$ cat src/rtl/multi_clk_gen.sv
// Multi-channel programmable clock divider.
// Each channel divides ClkPort by a runtime divisor N. Its output is high
// for ceil(N/2) cycles and low for the rest. It also raises a one-cycle
// tick at the start of every period. A new divisor waits in a shadow
// register and becomes active only at a period boundary, on disable, or
// on sync. This keeps every output period whole and glitch-free.

// One divider channel. All outputs are registered and computed from the
// next-state values, so no path runs from an input straight to an output.
module mcg_chan #(
    parameter int CNT_W   = 8,
    parameter int DIV_RST = 25,
    parameter int EN_RST  = 1
) (
    input  logic             ClkPort,
    input  logic             Reset_n,
    input  logic             en,
    input  logic             sync,
    input  logic             wr,
    input  logic [CNT_W-1:0] wr_div,
    output logic             clk_out,
    output logic             tick,
    output logic             pend
);

    logic [CNT_W-1:0] cnt, active, shadow;
    logic             run;

    logic [CNT_W-1:0] cnt_n, active_n, shadow_n;
    logic             run_n, pend_n, clk_n, tick_n;
    logic [CNT_W:0]   half_n;

    // Next-state selection, highest priority first: disable, (re)start or
    // sync, wrap, then plain increment. Every restart adopts the shadow
    // divisor, and the shadow already includes a write on this same edge.
    always_comb begin
        shadow_n = wr ? wr_div : shadow;
        run_n    = en;
        cnt_n    = cnt + 1'b1;
        active_n = active;
        pend_n   = pend | wr;
        if (!en || !run || sync || (cnt == active - 1'b1)) begin
            cnt_n    = '0;
            active_n = shadow_n;
            pend_n   = 1'b0;
        end
        // H = ceil(N/2), computed one bit wider so that N = 2^CNT_W-1 cannot overflow
        half_n = ({1'b0, active_n} + 1'b1) >> 1;
        clk_n  = run_n & ({1'b0, cnt_n} < half_n);
        tick_n = run_n & (cnt_n == '0);
    end

    // Channel state and registered outputs
    always_ff @(posedge ClkPort or negedge Reset_n) begin
        if (!Reset_n) begin
            cnt     <= '0;
            active  <= CNT_W'(DIV_RST);
            shadow  <= CNT_W'(DIV_RST);
            run     <= 1'(EN_RST);
            pend    <= 1'b0;
            clk_out <= 1'(EN_RST);
            tick    <= 1'(EN_RST);
        end else begin
            cnt     <= cnt_n;
            active  <= active_n;
            shadow  <= shadow_n;
            run     <= run_n;
            pend    <= pend_n;
            clk_out <= clk_n;
            tick    <= tick_n;
        end
    end

endmodule

module multi_clk_gen #(
    parameter int NUM_CH  = 2,
    parameter int CNT_W   = 8,
    parameter int DIV_RST = 25,
    parameter int EN_RST  = 1
) (
    input  logic              ClkPort,
    input  logic              Reset_n,
    input  logic [NUM_CH-1:0] ch_en,
    input  logic              sync_pulse,
    input  logic              wr_en,
    input  logic [2:0]        wr_ch,
    input  logic [CNT_W-1:0]  wr_div,
    output logic              wr_err,
    output logic [NUM_CH-1:0] pend,
    output logic [NUM_CH-1:0] clk_out,
    output logic [NUM_CH-1:0] tick
);

    // A write needs an existing channel and a divisor of at least 2
    logic wr_ok;
    assign wr_ok = wr_en && (32'(wr_ch) < NUM_CH) && (wr_div >= CNT_W'(2));

    // Rejected writes are flagged for exactly one cycle
    always_ff @(posedge ClkPort or negedge Reset_n) begin
        if (!Reset_n) wr_err <= 1'b0;
        else          wr_err <= wr_en & ~wr_ok;
    end

    for (genvar i = 0; i < NUM_CH; i++) begin : g_ch
        mcg_chan #(
            .CNT_W   (CNT_W),
            .DIV_RST (DIV_RST),
            .EN_RST  (EN_RST)
        ) u_ch (
            .ClkPort (ClkPort),
            .Reset_n (Reset_n),
            .en      (ch_en[i]),
            .sync    (sync_pulse),
            .wr      (wr_ok && (wr_ch == 3'(i))),
            .wr_div  (wr_div),
            .clk_out (clk_out[i]),
            .tick    (tick[i]),
            .pend    (pend[i])
        );
    end

endmodule
$ cat config.mk
export PLATFORM = sky130hd
export DESIGN_NAME = multi_clk_gen
export DESIGN_NICKNAME = d
export VERILOG_FILES = /design/src/rtl/multi_clk_gen.sv
export SDC_FILE = /design/constraint.sdc
export NUM_CORES = 1
export LEC_CHECK = 0
export CAP_MARGIN = 20
export CORE_AREA = 2 2 84 86
export DETAILED_ROUTE_END_ITERATION = 16
export DIE_AREA = 0 0 86 88
export PLACE_DENSITY = 0.78
export REMOVE_ABC_BUFFERS = 1
export SLEW_MARGIN = 20
export SYNTH_ARGS = -nofsm -noshare
export SYNTH_HDL_FRONTEND = slang
export SYNTH_SLANG_ARGS = --single-unit
$ cat constraint.sdc
create_clock -name ClkPort -period 5.1 [get_ports ClkPort]
set_input_delay 1.02 -clock ClkPort [delete_from_list [all_inputs] [get_ports ClkPort]]
set_output_delay 1.02 -clock ClkPort [all_outputs]
set_load 0.005 [all_outputs]
# Word level (Yosys, flattened, before mapping)
# Cells that the tools add are included.
# word_totals
regBits,57
inputBits,17
wordCells,61
# classes
n_addsub,6
magnitude_cmp,4
n_eq_ne,3
mux,8
bitwise_logic,8
reduce_logical,17
# ops
cell,count
2-to-1 mux 8 bit,6
"adder 8 x 1 -> 9 bit, second input constant",2
"adder 8 x 1 -> 8 bit, second input constant",2
equality test 8 bit,2
logical NOT 8 bit,2
< comparator 8 bit,2
"subtractor 8 x 1 -> 8 bit, second input constant",2
"greater-or-equal comparator 8 x 2 -> 1 bit, second input constant",1
logical OR 1 bit,6
AND 1 bit,5
logical AND 1 bit,4
logical NOT 1 bit,4
"equality test 3 x 1 -> 1 bit, second input constant",1
logical NOT 3 bit,1
"< comparator 3 x 2 -> 1 bit, second input constant",1
2-to-1 mux 1 bit,2
OR 1 bit,2
inverter 1 bit,1

# Depth between registers and ports, before layout
# Gate-level depths: netlist of the first run.
# depth
word_depth,9
mapped_depth,22
depth_no_buf,20

# Hierarchy
# A second synthesis of the first run with hierarchy kept.
# hier_totals
cells_unflattened,391
hier_area_um2,3926.3
# modules_own_cells
module,instances,cells_per_inst,area_each_um2,seq_area_each_um2
mcg_chan at g_ch[1].u_ch,1,194,1941.9,711.9
mcg_chan at g_ch[0].u_ch,1,187,1879.3,711.9
multi_clk_gen,1,10,105.1,25.0

# Least setup slack after synthesis of the first run
# No wires, ideal clock.
# synth_path
path_type,register to register
from,register g_ch[1].u_ch.active[0]
to,register g_ch[1].u_ch.clk_out
setup_ps,77
t_arrival_ps,3900
t_required_ps,5023
slack_ps,1122
stages_incl_launch_ff,23
n_path_buf,2
period_less_slack_ps,3978
cell_sequence,dfstp_2 > clkbuf_1 > inv_1 > ha_1 > xnor2_1 > and4b_1 > a41oi_1 > nand2_1 > a311oi_1 > buf_2 > nor2_1 > a21oi_1 > ha_1 > nand2_1 > xor2_1 > nand2_1 > o21ai_0 > ha_1 > nand3_1 > nor2_1 > a211oi_1 > o31ai_1 > a31oi_1
# synth_between
elab_chain_cells,7
word_cells_on_any_way,8
# synth_rtl
item,line,text
"start, declared",26,"logic [CNT_W-1:0] cnt, active, shadow;"
"start signal, assigned",57,active <= CNT_W'(DIV_RST);
"start signal, assigned",65,active <= active_n;
subtractor 8 x 1 -> 8 bit,42,if (!en || !run || sync || (cnt == active - 1'b1)) begin
equality test 8 bit,42,
logical OR 1 bit,42,
2-to-1 mux 8 bit *,42,
net g_ch[1].u_ch.active_n[0],29,"logic [CNT_W-1:0] cnt_n, active_n, shadow_n;"
adder 8 x 1 -> 9 bit *,48,"half_n = ({1'b0, active_n} + 1'b1) >> 1;"
< comparator 8 bit *,49,"clk_n = run_n & ({1'b0, cnt_n} < half_n);"
AND 1 bit *,49,
net g_ch[1].u_ch.clk_n,30,"logic run_n, pend_n, clk_n, tick_n;"
"end signal, assigned",61,clk_out <= 1'(EN_RST);
"end signal, assigned",69,clk_out <= clk_n;
"end, declared",21,"output logic clk_out,"
# Mark *: on every way through the listed nets, which the timed path passes. The rest lies on a longest branch.

# Worst setup path after layout of the first run
# layout_path
from,input wr_div[3]
to,register g_ch[0].u_ch.clk_out
# layout_between
elab_chain_cells,8
# layout_rtl
item,line,text
"start, declared",88,"input logic [CNT_W-1:0] wr_div,"
greater-or-equal comparator 8 x 2 -> 1 bit,97,assign wr_ok = wr_en && (32'(wr_ch) < NUM_CH) && (wr_div >= CNT_W'(2));
logical AND 1 bit,97,
logical AND 1 bit,115,".wr (wr_ok && (wr_ch == 3'(i))),"
2-to-1 mux 8 bit,37,shadow_n = wr ? wr_div : shadow;
net g_ch[0].u_ch.shadow_n[0],29,
2-to-1 mux 8 bit,42,
net g_ch[0].u_ch.active_n[0],29,
adder 8 x 1 -> 9 bit,48,
< comparator 8 bit,49,
AND 1 bit,49,
net g_ch[0].u_ch.clk_n,30,
"end signal, assigned",61,
"end signal, assigned",69,
"end, declared",21,
# The timed path passes the listed nets, and every way through them passes these cells.

==> results.json, run 1 <==
{
  "grt.total_usage_pct": 23.95,
  "rsz0062_at_grt": "false",
  "rrSetupSlack_ns": 0.87,
  "dp_hpwl_um": 6143,
  "cts_sinks": 57,
  "antennaDiodeCount": 0,
  "pin_count": 24,
  "drive_gt1_share_pct": 17.11,
  "clockPowerShare_pct": 26.4,
  "cp-end-kind": "flop",
  "grt_pass1_wl_um": 14120,
  "htree_levels": 3,
  "ys_seq_area_share_pct": 37.72,
  "remaining_drc_errors": 0,
  "clk_latency_ns": 0.32,
  "cp.arrival_ns": 4.55,
  "synth_edf_count": 0,
  "p_comb_share_pct": 29.0,
  "ys_types": 58,
  "post-route-period-util_pct": 85.13,
  "areaGrowthSynthToFinish_pct": 9.837,
  "grt-ovfl-total": 0,
  "syn_inst": 397,
  "ant_nets": 0,
  "yosys_warnings": 0,
  "synth_ff_type": "dfrtp_1",
  "cp-start-kind": "input port",
  "start_util_pct": 57.82,
  "synth_seq_cells": 57,
  "async_flop_share_pct": 100.0,
  "power_per_cell_area_nw_per_um2": 323.0,
  "critPathKind": "in -> reg",
  "period_minus_slack_ns": 4.342,
  "required_ns": 5.30,
  "postCtsSetupBuffers": 0,
  "fp.dieH_um": 88,
  "relSlewSlack_pct": 35.22,
  "final_nets": 447,
  "antenna_found_initial": 0,
  "drt-total-wl_um": 8185,
  "power.switching_uw": 453.8,
  "seqPwrFrac_pct": 44.6,
  "syn_avg_cell_area_um2": 9.676,
  "path_max_fanout": 12,
  "switching_share_pct": 33.30,
  "gp_congestion": 0.8717,
  "hold_buffers": 0,
  "status": "finished clean",
  "dieArea_um2": 7568,
  "fmax_ghz": 0.2303,
  "cts-buffers-inserted": 9,
  "crit_start": "wr_div[3]",
  "setup_violations": 0,
  "syn_area_um2": 3841,
  "finClkSkew_ns": 0.006280,
  "first_iter_violations": 114,
  "tns_ns": 0,
  "die_w_um": 86,
  "grt_pass1_vias": 2869,
  "r2r_start": "g_ch[1].u_ch.active[0]$_DFF_PN1_",
  "vias": 2918,
  "p_int_uw": 908.9,
  "io_buffers": 23,
  "wire_per_inst_um": 16.54,
  "root_buffer": "clkbuf_8",
  "clk_path_buf_depth": 2,
  "vdd_drop_max_v": 0.0002446,
  "p_leak_uw": 0.001806,
  "tightest_slew_ns": 0.9717,
  "drv_cap": 0,
  "viasPerCell": 5.895,
  "hold_start": "g_ch[1].u_ch.shadow[7]$_DFF_PN0_",
  "coreArea_um2": 6644,
  "hold_viol": 0,
  "cts_tree": "built",
  "clk_pin_slew_worst_paths_ns": 0.06,
  "rows": 30,
  "nFillCells": 571,
  "placed_area_um2": 4053,
  "post_cts_resized": 0,
  "design_area_um2": 4219,
  "grt_max_degree": 58,
  "drv_slew": 0,
  "dr.pass1.iters": 4,
  "min_path_type": "reg -> reg"
}
## cell type report
| class | count | area, µm² | share of cell area (%) |
|---|---|---|---|
| inverter | 13 | 48.80 | 1.157 |
| clock inverter | 3 | 17.52 | 0.4152 |
| tap | 80 | 100.1 | 2.372 |
| multi-input combinational | 301 | 2192 | 51.96 |
| clock buffer | 13 | 148.9 | 3.529 |
| timing repair buffer | 28 | 262.8 | 6.228 |
| sequential | 57 | 1449 | 34.34 |
## power by group through the flow
stage          Combinational [µW]  Clock [µW]  Sequential, µW
6_report                      395         359             608
5_1_grt                       442         394             617
4_1_cts                       397         371             608
3_5_place_dp                  394           0             615
3_3_place_gp                  384           0             613
2_1_floorplan                 292           0             591
## sequential cells by signal, indices dropped and copies added, names as in the netlist
| signal | cells |
|---|---|
| g_ch.u_ch.clk_out | 2 |
| g_ch.u_ch.tick | 2 |
| g_ch.u_ch.cnt | 16 |
| g_ch.u_ch.active | 16 |
| g_ch.u_ch.run | 2 |
| wr_err | 1 |
| g_ch.u_ch.shadow | 16 |
| g_ch.u_ch.pend | 2 |
## path summary, 6_finish.rpt
path	cells after the start	endpoint
hold / removal	1	g_ch[1].u_ch.shadow[7]$_DFF_PN0_
hold reg to reg	1	g_ch[1].u_ch.shadow[7]$_DFF_PN0_
max in group asynchronous	2	g_ch[1].u_ch.shadow[2]$_DFF_PN0_
min in group asynchronous	2	g_ch[0].u_ch.active[7]$_DFF_PN0_
setup reg to reg	21	g_ch[1].u_ch.clk_out$_DFF_PN1_
setup / recovery	12	g_ch[0].u_ch.clk_out$_DFF_PN1_
## stage by stage
stage          power [µW]  utilization [%]  setup WS (ns)  hold slack (ns)  cells
2_1_floorplan       883.2                -         0.9371           0.4680    371
3_3_place_gp        997.3            61.00         0.4654           0.4977    479
3_5_place_dp         1009            61.00         0.3992           0.4942    479
4_1_cts              1375            63.50         0.7269           0.5093    495
5_1_grt              1453            63.50         0.4875           0.5231    495
6_report             1363            63.50         0.7582           0.5050    495
## cell usage after synthesis, types with 2 or more instances
cell type / count / area share (%)
a211oi_1: 2 / 0.39
a21boi_0: 2 / 0.39
a21o_1: 2 / 0.39
a21oi_1: 13 / 1.7
a221o_1: 2 / 0.52
a31oi_1: 3 / 0.49
and2_1: 9 / 1.5
and3_1: 6 / 0.98
buf_2: 9 / 1.2
buf_4: 9 / 1.8
buf_6: 2 / 0.59
clkbuf_1: 6 / 0.59
dfrtp_1: 39 / 25
dfstp_2: 18 / 12
ha_1: 20 / 6.5
inv_1: 13 / 1.3
mux2_2: 21 / 6.2
mux2_4: 4 / 1.6
mux2i_1: 9 / 2.3
nand2_1: 28 / 2.7
nand2b_1: 7 / 1.1
nand3_1: 18 / 2.3
nand3b_1: 3 / 0.59
nand4_1: 14 / 2.3
nor2_1: 39 / 3.8
nor2b_1: 3 / 0.49
nor3_1: 9 / 1.2
nor3b_1: 2 / 0.39
nor4_1: 2 / 0.33
o21ai_0: 6 / 0.78
o21ai_1: 4 / 0.52
o22ai_1: 2 / 0.33
o31ai_1: 3 / 0.59
xnor2_1: 31 / 7.1
xor2_1: 14 / 3.2
## critical path: stages
cell and delay, ns:
clkdlybuf4s50_1 0.53, nor4_2 0.49, a2111o_1 0.51, mux2_2 0.40, nor2_1 0.10, a21oi_1 0.07, ha_1 0.27, xnor2_1 0.22
ha_1 0.26, o21a_1 0.16, o221ai_1 0.19, nor4b_1 0.32
## layer usage
metal  vias to the layer above  global-route usage [%]  share of wire [%]
met1                      1422                   30.70                 45
met5                         -                       0                  0
met4                         0                   5.916                1.1
li1                       1427                       -                  -
met3                         8                   6.221                3.8
met2                        61                   40.73                 50
## cell usage in the layout, fill, tap and decap left out, types with 18 or more instances in the layout
| master | instances |
|---|---|
| xnor2_1 | 31 |
| dfrtp_1 | 39 |
| nor2_1 | 39 |
| clkdlybuf4s50_1 | 22 |
| nand2_1 | 28 |
| dfstp_2 | 18 |
| nand3_1 | 18 |
| mux2_2 | 21 |
| ha_1 | 20 |
## cells by family after synthesis
family          count (synthesis)  share of synthesized area (%)
buf+inv                        39                          5.374
compound gates                 55                          10.49
flops                          57                          37.72
xor+xnor                       45                          10.26
mux                            34                          10.07
simple gates                  147                          19.58
fa+ha+maj                      20                          6.515
Power figures use the tool's default switching activity.
==> run 2: changes to the inputs <==
--- a/config.mk
+++ b/config.mk
@@ -6,10 +6,10 @@
 export NUM_CORES = 1
 export LEC_CHECK = 0
 export CAP_MARGIN = 20
-export CORE_AREA = 2 2 84 86
+export CORE_AREA = 4 4 86 88
 export DETAILED_ROUTE_END_ITERATION = 16
-export DIE_AREA = 0 0 86 88
-export PLACE_DENSITY = 0.78
+export DIE_AREA = 0 0 90 92
+export PLACE_DENSITY_LB_ADDON = 0.08
 export REMOVE_ABC_BUFFERS = 1
 export SLEW_MARGIN = 20
 export SYNTH_ARGS = -nofsm -noshare
==> run 2 against run 1 <==
Maximum frequency down 2.4%; critical path depth unchanged; die area up 9.4%; global-route usage down 2.7 points; worst hold slack better by 0.0044 ns; final area up 0.42%; routed wire length up 0.28%; final cell count unchanged; largest power group unchanged.
==> results.json, run 2 (synthesis gave the netlist of run 1 again) <==
{
  "status": "finished clean",
  "regArea_um2": 1449,
  "path_cells": "clkdlybuf4s50_1 -> nor4_2 -> a2111o_1 -> mux2_2 -> nor2_1 -> a21oi_1 -> ha_1 -> xnor2_1 -> ha_1 -> o21a_1 -> o221ai_1 -> nor4b_1",
  "p_leak_uw": 0.001821,
  "place_inst": 479,
  "grt-ovfl-total": 0,
  "antennaDiodeCount": 0,
  "cp-end-kind": "flop",
  "cts-buffers-inserted": 9,
  "grt_max_degree": 58,
  "wire_per_inst_um": 16.58,
  "clk_path_buf_depth": 2,
  "cpMostUsedCell": "ha_1",
  "worstRegToRegCells": 21,
  "max_stage_delay_ns": 0.53,
  "finClkSkew_ns": 0.009946,
  "cts_sinks": 57,
  "ant_nets": 0,
  "dp_hpwl_um": 6094,
  "tightest_slew_ns": 0.7619,
  "htree_levels": 3,
  "die_w_um": 90,
  "fmax_ghz": 0.2249,
  "met2_usage_pct": 31.30,
  "path_buf_inv": 1,
  "antenna_found_initial": 0,
  "grt_pass1_wl_um": 13990,
  "hold_start": "g_ch[0].u_ch.shadow[7]$_DFF_PN0_",
  "path_max_fanout": 12,
  "areaGrowthSynthToFinish_pct": 10.29,
  "drv_slew": 0,
  "post_cts_resized": 0,
  "post-route-period-util_pct": 87.20,
  "holdWs_ns": 0.5094,
  "vdd_drop_max_v": 0.0002047,
  "final_cell_mix": "nor2_1, dfrtp_1, xnor2_1",
  "drv_cap": 0,
  "hold_buffers": 0,
  "grt.total_usage_pct": 21.26,
  "root_buffer": "clkbuf_8",
  "first_iter_violations": 134,
  "cp.arrival_ns": 4.66,
  "cts_tree": "built",
  "pin_count": 24,
  "grt_pass1_vias": 2813,
  "dp_slack_ns": 0.3288,
  "relSlewSlack_pct": 49.04,
  "io_buffers": 23,
  "min_path_type": "reg -> reg",
  "grt_busiest_layer": "met2",
  "crit_family": "simple AND/OR/NAND/NOR gates",
  "power_per_cell_area_nw_per_um2": 331.0,
  "critPathKind": "in -> reg",
  "drt-total-wl_um": 8208,
  "postCtsSetupBuffers": 0,
  "grt_use_met1_pct": 30.88,
  "whs_endpoint": "g_ch[0].u_ch.shadow[7]$_DFF_PN0_",
  "crit_cells": 12,
  "use_met3_pct": 4.758,
  "rrSetupSlack_ns": 0.98,
  "vias": 2908,
  "nFillCells": 568,
  "rsz0062_at_grt": "false",
  "instances_no_fill": 495,
  "drive_gt1_share_pct": 17.59,
  "coreArea_um2": 6644,
  "r2r_start": "g_ch[1].u_ch.active[0]$_DFF_PN1_",
  "clk_latency_ns": 0.34,
  "r2r-end": "g_ch[1].u_ch.clk_out$_DFF_PN1_",
  "multiInputGateArea_um2": 2192,
  "cp-start-kind": "input port",
  "hold_viol": 0,
  "period_minus_slack_ns": 4.447,
  "dieArea_um2": 8280,
  "setup_ws_ns": 0.6527,
  "clk_pin_slew_worst_paths_ns": 0.06,
  "start_util_pct": 57.82,
  "gp_congestion": 0.8529,
  "hold_depth": 1,
  "crit_path_top_delay_cell": "clkdlybuf4s50_1",
  "top_regs": "g_ch.u_ch.active (16), g_ch.u_ch.cnt (16), g_ch.u_ch.shadow (16)",
  "final_nets": 447,
  "tns_ns": 0,
  "power_uw": 1402,
  "setup_violations": 0,
  "fp.dieH_um": 92,
  "dr.pass1.iters": 4,
  "remaining_drc_errors": 0,
  "viasPerCell": 5.875,
  "rows": 30,
  "required_ns": 5.31
}
==> run 2: cell types whose count changed in the layout (fill, tap and decap cells not counted) <==
cell and delta:
clkinvlp_4 -1, clkbuf_8 +2, clkbuf_1 -2, clkinv_2 +1
==> run 2: worst max-delay path by stage <==
| stage | from | end | slack (ns) |
|---|---|---|---|
| after floorplan | g_ch[1].u_ch.active[0]$_DFF_PN1_ | g_ch[1].u_ch.clk_out$_DFF_PN1_ | 0.94 |
| after global placement | wr_div[3] | g_ch[0].u_ch.clk_out$_DFF_PN1_ | 0.32 |
| after detailed placement | wr_div[3] | g_ch[0].u_ch.clk_out$_DFF_PN1_ | 0.33 |
| after CTS | wr_div[3] | g_ch[0].u_ch.clk_out$_DFF_PN1_ | 0.65 |
| after global routing | wr_div[3] | g_ch[0].u_ch.clk_out$_DFF_PN1_ | 0.31 |
| final | wr_div[3] | g_ch[0].u_ch.clk_out$_DFF_PN1_ | 0.65 |
==> run 2: layer usage <==
| metal | part of all wire (%) | vias up |
|---|---|---|
| met3 | 5.1 | 13 |
| met5 | 0 | - |
| met2 | 43 | 66 |
| li1 | - | 1422 |
| met1 | 50 | 1407 |
| met4 | 1.9 | 0 |
==> run 2: report_power, final <==
group	total [µW]	internal [µW]	switching (µW)	leakage (µW)
clock network	400	214	186	0.0000992
registers	608	534	73.8	0.000692
logic	395	187	208	0.00103
==> run 2: final cells by class <==
class / count / share of cell area [%]
timing repair buffer: 28 / 6.202
sequential: 57 / 34.20
clock inverter: 3 / 0.3544
clock buffer: 13 / 3.987
inverter: 13 / 1.152
tap: 80 / 2.363
multi-input combinational: 301 / 51.74
==> run 2: through the flow <==
stage	utilization [%]	area (µm²)
2_1_floorplan	-	3684
3_3_place_gp	61.00	4053
5_1_grt	63.77	4237
4_1_cts	63.77	4237
6_report	63.77	4237
3_5_place_dp	61.00	4053
==> run 3: changes to the inputs <==
--- a/config.mk
+++ b/config.mk
@@ -10,6 +10,7 @@
 export DETAILED_ROUTE_END_ITERATION = 16
 export DIE_AREA = 0 0 90 92
 export PLACE_DENSITY_LB_ADDON = 0.08
+export RECOVER_POWER = 50
 export REMOVE_ABC_BUFFERS = 1
 export SLEW_MARGIN = 20
 export SYNTH_ARGS = -nofsm -noshare
==> run 3 against run 2 <==
The flow now finishes with violations (max-capacitance violations, max-slew violations); register-to-register slack barely moved; final cell count unchanged; routed wire length hardly changed; die area did not move; sequential power about the same; power hardly changed; sequential cell count did not move; worst setup slack is essentially flat; largest power group unchanged; highest routed layer unchanged.
==> results.json, run 3 (synthesis gave the netlist of run 1 again) <==
{
  "status": "finished with violations",
  "violations": "max-capacitance violations, max-slew violations",
  "die_w_um": 90,
  "vias": 2909,
  "final_cell_mix": "nor2_1, dfrtp_1, xnor2_1",
  "first_iter_violations": 134,
  "hold_viol": 0,
  "cp-start-kind": "input port",
  "io_buffers": 23,
  "cts-buffers-inserted": 9,
  "drt-total-wl_um": 8202,
  "fmax_ghz": 0.2248,
  "p_comb_share_pct": 28.1,
  "coreArea_um2": 6644,
  "path_buf_inv": 1,
  "dr.pass1.iters": 4,
  "nFillCells": 570,
  "cp-end-kind": "flop",
  "min_path_type": "reg -> reg",
  "p_int_uw": 933.9,
  "p_leak_uw": 0.001818,
  "clk_latency_ns": 0.34,
  "htree_levels": 3,
  "drv_cap": 1,
  "antenna_found_initial": 0,
  "dieArea_um2": 8280,
  "grt_pass1_wl_um": 13990,
  "switching_share_pct": 33.36,
  "tns_ns": 0,
  "grt-ovfl-total": 0,
  "postCtsSetupBuffers": 0,
  "drv_slew": 58,
  "clk_pin_slew_worst_paths_ns": 0.06,
  "drive_gt1_share_pct": 17.35,
  "required_ns": 5.31,
  "grt_pass1_vias": 2813,
  "rsz0062_at_grt": "false",
  "grt_max_degree": 58,
  "antennaDiodeCount": 0,
  "post_cts_resized": 0,
  "clk_path_buf_depth": 2,
  "tightest_slew_ns": 3.027,
  "gp_congestion": 0.8529,
  "wire_per_inst_um": 16.57,
  "pin_count": 24,
  "dp_hpwl_um": 6094,
  "root_buffer": "clkbuf_8",
  "cts_sinks": 57,
  "post-route-period-util_pct": 87.21,
  "cp.arrival_ns": 4.66,
  "viasPerCell": 5.877,
  "crit_family": "simple AND/OR/NAND/NOR gates",
  "period_minus_slack_ns": 4.448,
  "critPathKind": "in -> reg",
  "remaining_drc_errors": 0,
  "path_cells": "clkdlybuf4s50_1 -> nor4_2 -> a2111o_1 -> mux2_2 -> nor2_1 -> a21oi_1 -> ha_1 -> xnor2_1 -> ha_1 -> o21a_1 -> o221ai_1 -> nor4b_1",
  "seqPwrFrac_pct": 43.4,
  "fp.dieH_um": 92,
  "rows": 30,
  "cts_tree": "built",
  "max_stage_delay_ns": 0.53,
  "vdd_drop_max_v": 0.0002046,
  "areaGrowthSynthToFinish_pct": 10.20,
  "path_max_fanout": 12,
  "crit_path_top_delay_cell": "clkdlybuf4s50_1",
  "finClkSkew_ns": 0.01038,
  "start_util_pct": 57.82,
  "ant_nets": 0,
  "top_regs": "g_ch.u_ch.active (16), g_ch.u_ch.cnt (16), g_ch.u_ch.shadow (16)",
  "setup_violations": 0,
  "cpMostUsedCell": "ha_1",
  "holdWs_ns": 0.5094,
  "power.switching_uw": 467.4,
  "grt.total_usage_pct": 21.26,
  "final_nets": 447,
  "clockPowerShare_pct": 28.5,
  "relSlewSlack_pct": -101.8,
  "power_per_cell_area_nw_per_um2": 331.1,
  "hold_buffers": 0
}
[run 3: area by class of cell]
type                            count  area, µm²  area share [%]
Multi-Input combinational cell    301       2192           51.79
Sequential cell                    57       1449           34.23
Timing Repair Buffer               28      259.0           6.119
Clock buffer                       13      168.9           3.991
Tap cell                           80      100.1           2.365
Inverter                           13      48.80           1.153
Clock inverter                      3      15.01          0.3547
[run 3: worst paths after layout]
path	start	to	slack (ns)	depth (start not counted)
max reg2reg	g_ch[1].u_ch.active[0]$_DFF_PN1_	g_ch[1].u_ch.clk_out$_DFF_PN1_	0.98	21
min	g_ch[0].u_ch.shadow[7]$_DFF_PN0_	g_ch[0].u_ch.shadow[7]$_DFF_PN0_	0.51	1
min reg2reg	g_ch[0].u_ch.shadow[7]$_DFF_PN0_	g_ch[0].u_ch.shadow[7]$_DFF_PN0_	0.51	1
max in group asynchronous	Reset_n	g_ch[1].u_ch.shadow[5]$_DFF_PN0_	1.63	2
max	wr_div[3]	g_ch[0].u_ch.clk_out$_DFF_PN1_	0.65	12
min in group asynchronous	Reset_n	g_ch[0].u_ch.cnt[1]$_DFF_PN0_	1.77	2
[run 3: power by group through the flow]
stage / clock [µW] / combinational [µW] / sequential, µW
3_3_place_gp: 0 / 388 / 613
3_5_place_dp: 0 / 392 / 614
6_report: 400 / 394 / 608
2_1_floorplan: 0 / 292 / 591
5_1_grt: 428 / 442 / 619
4_1_cts: 403 / 396 / 607
[run 3: through the flow]
| step | total power, µW | std cells | instance area (µm²) | setup WS (ns) | util, % |
|---|---|---|---|---|---|
| finish | 1401 | 495 | 4233 | 0.6524 | 63.71 |
| floorplan | 883.2 | 371 | 3684 | 0.9371 | - |
| global route | 1489 | 495 | 4233 | 0.3093 | 63.71 |
| detailed placement | 1006 | 479 | 4053 | 0.3288 | 61.00 |
| global placement | 1001 | 479 | 4053 | 0.3241 | 61.00 |
| CTS | 1406 | 495 | 4237 | 0.6525 | 63.77 |
[run 3: metal layers]
| metal | global-route usage (%) | part of all wire (%) | vias up | wire [µm] |
|---|---|---|---|---|
| met5 | 0 | 0 | - | 0 |
| met4 | 7.270 | 1.6 | 0 | 133 |
| met3 | 4.758 | 5.4 | 12 | 440 |
| met2 | 31.30 | 43 | 67 | 3534 |
| met1 | 30.88 | 50 | 1408 | 4094 |
| li1 | - | - | 1422 | - |
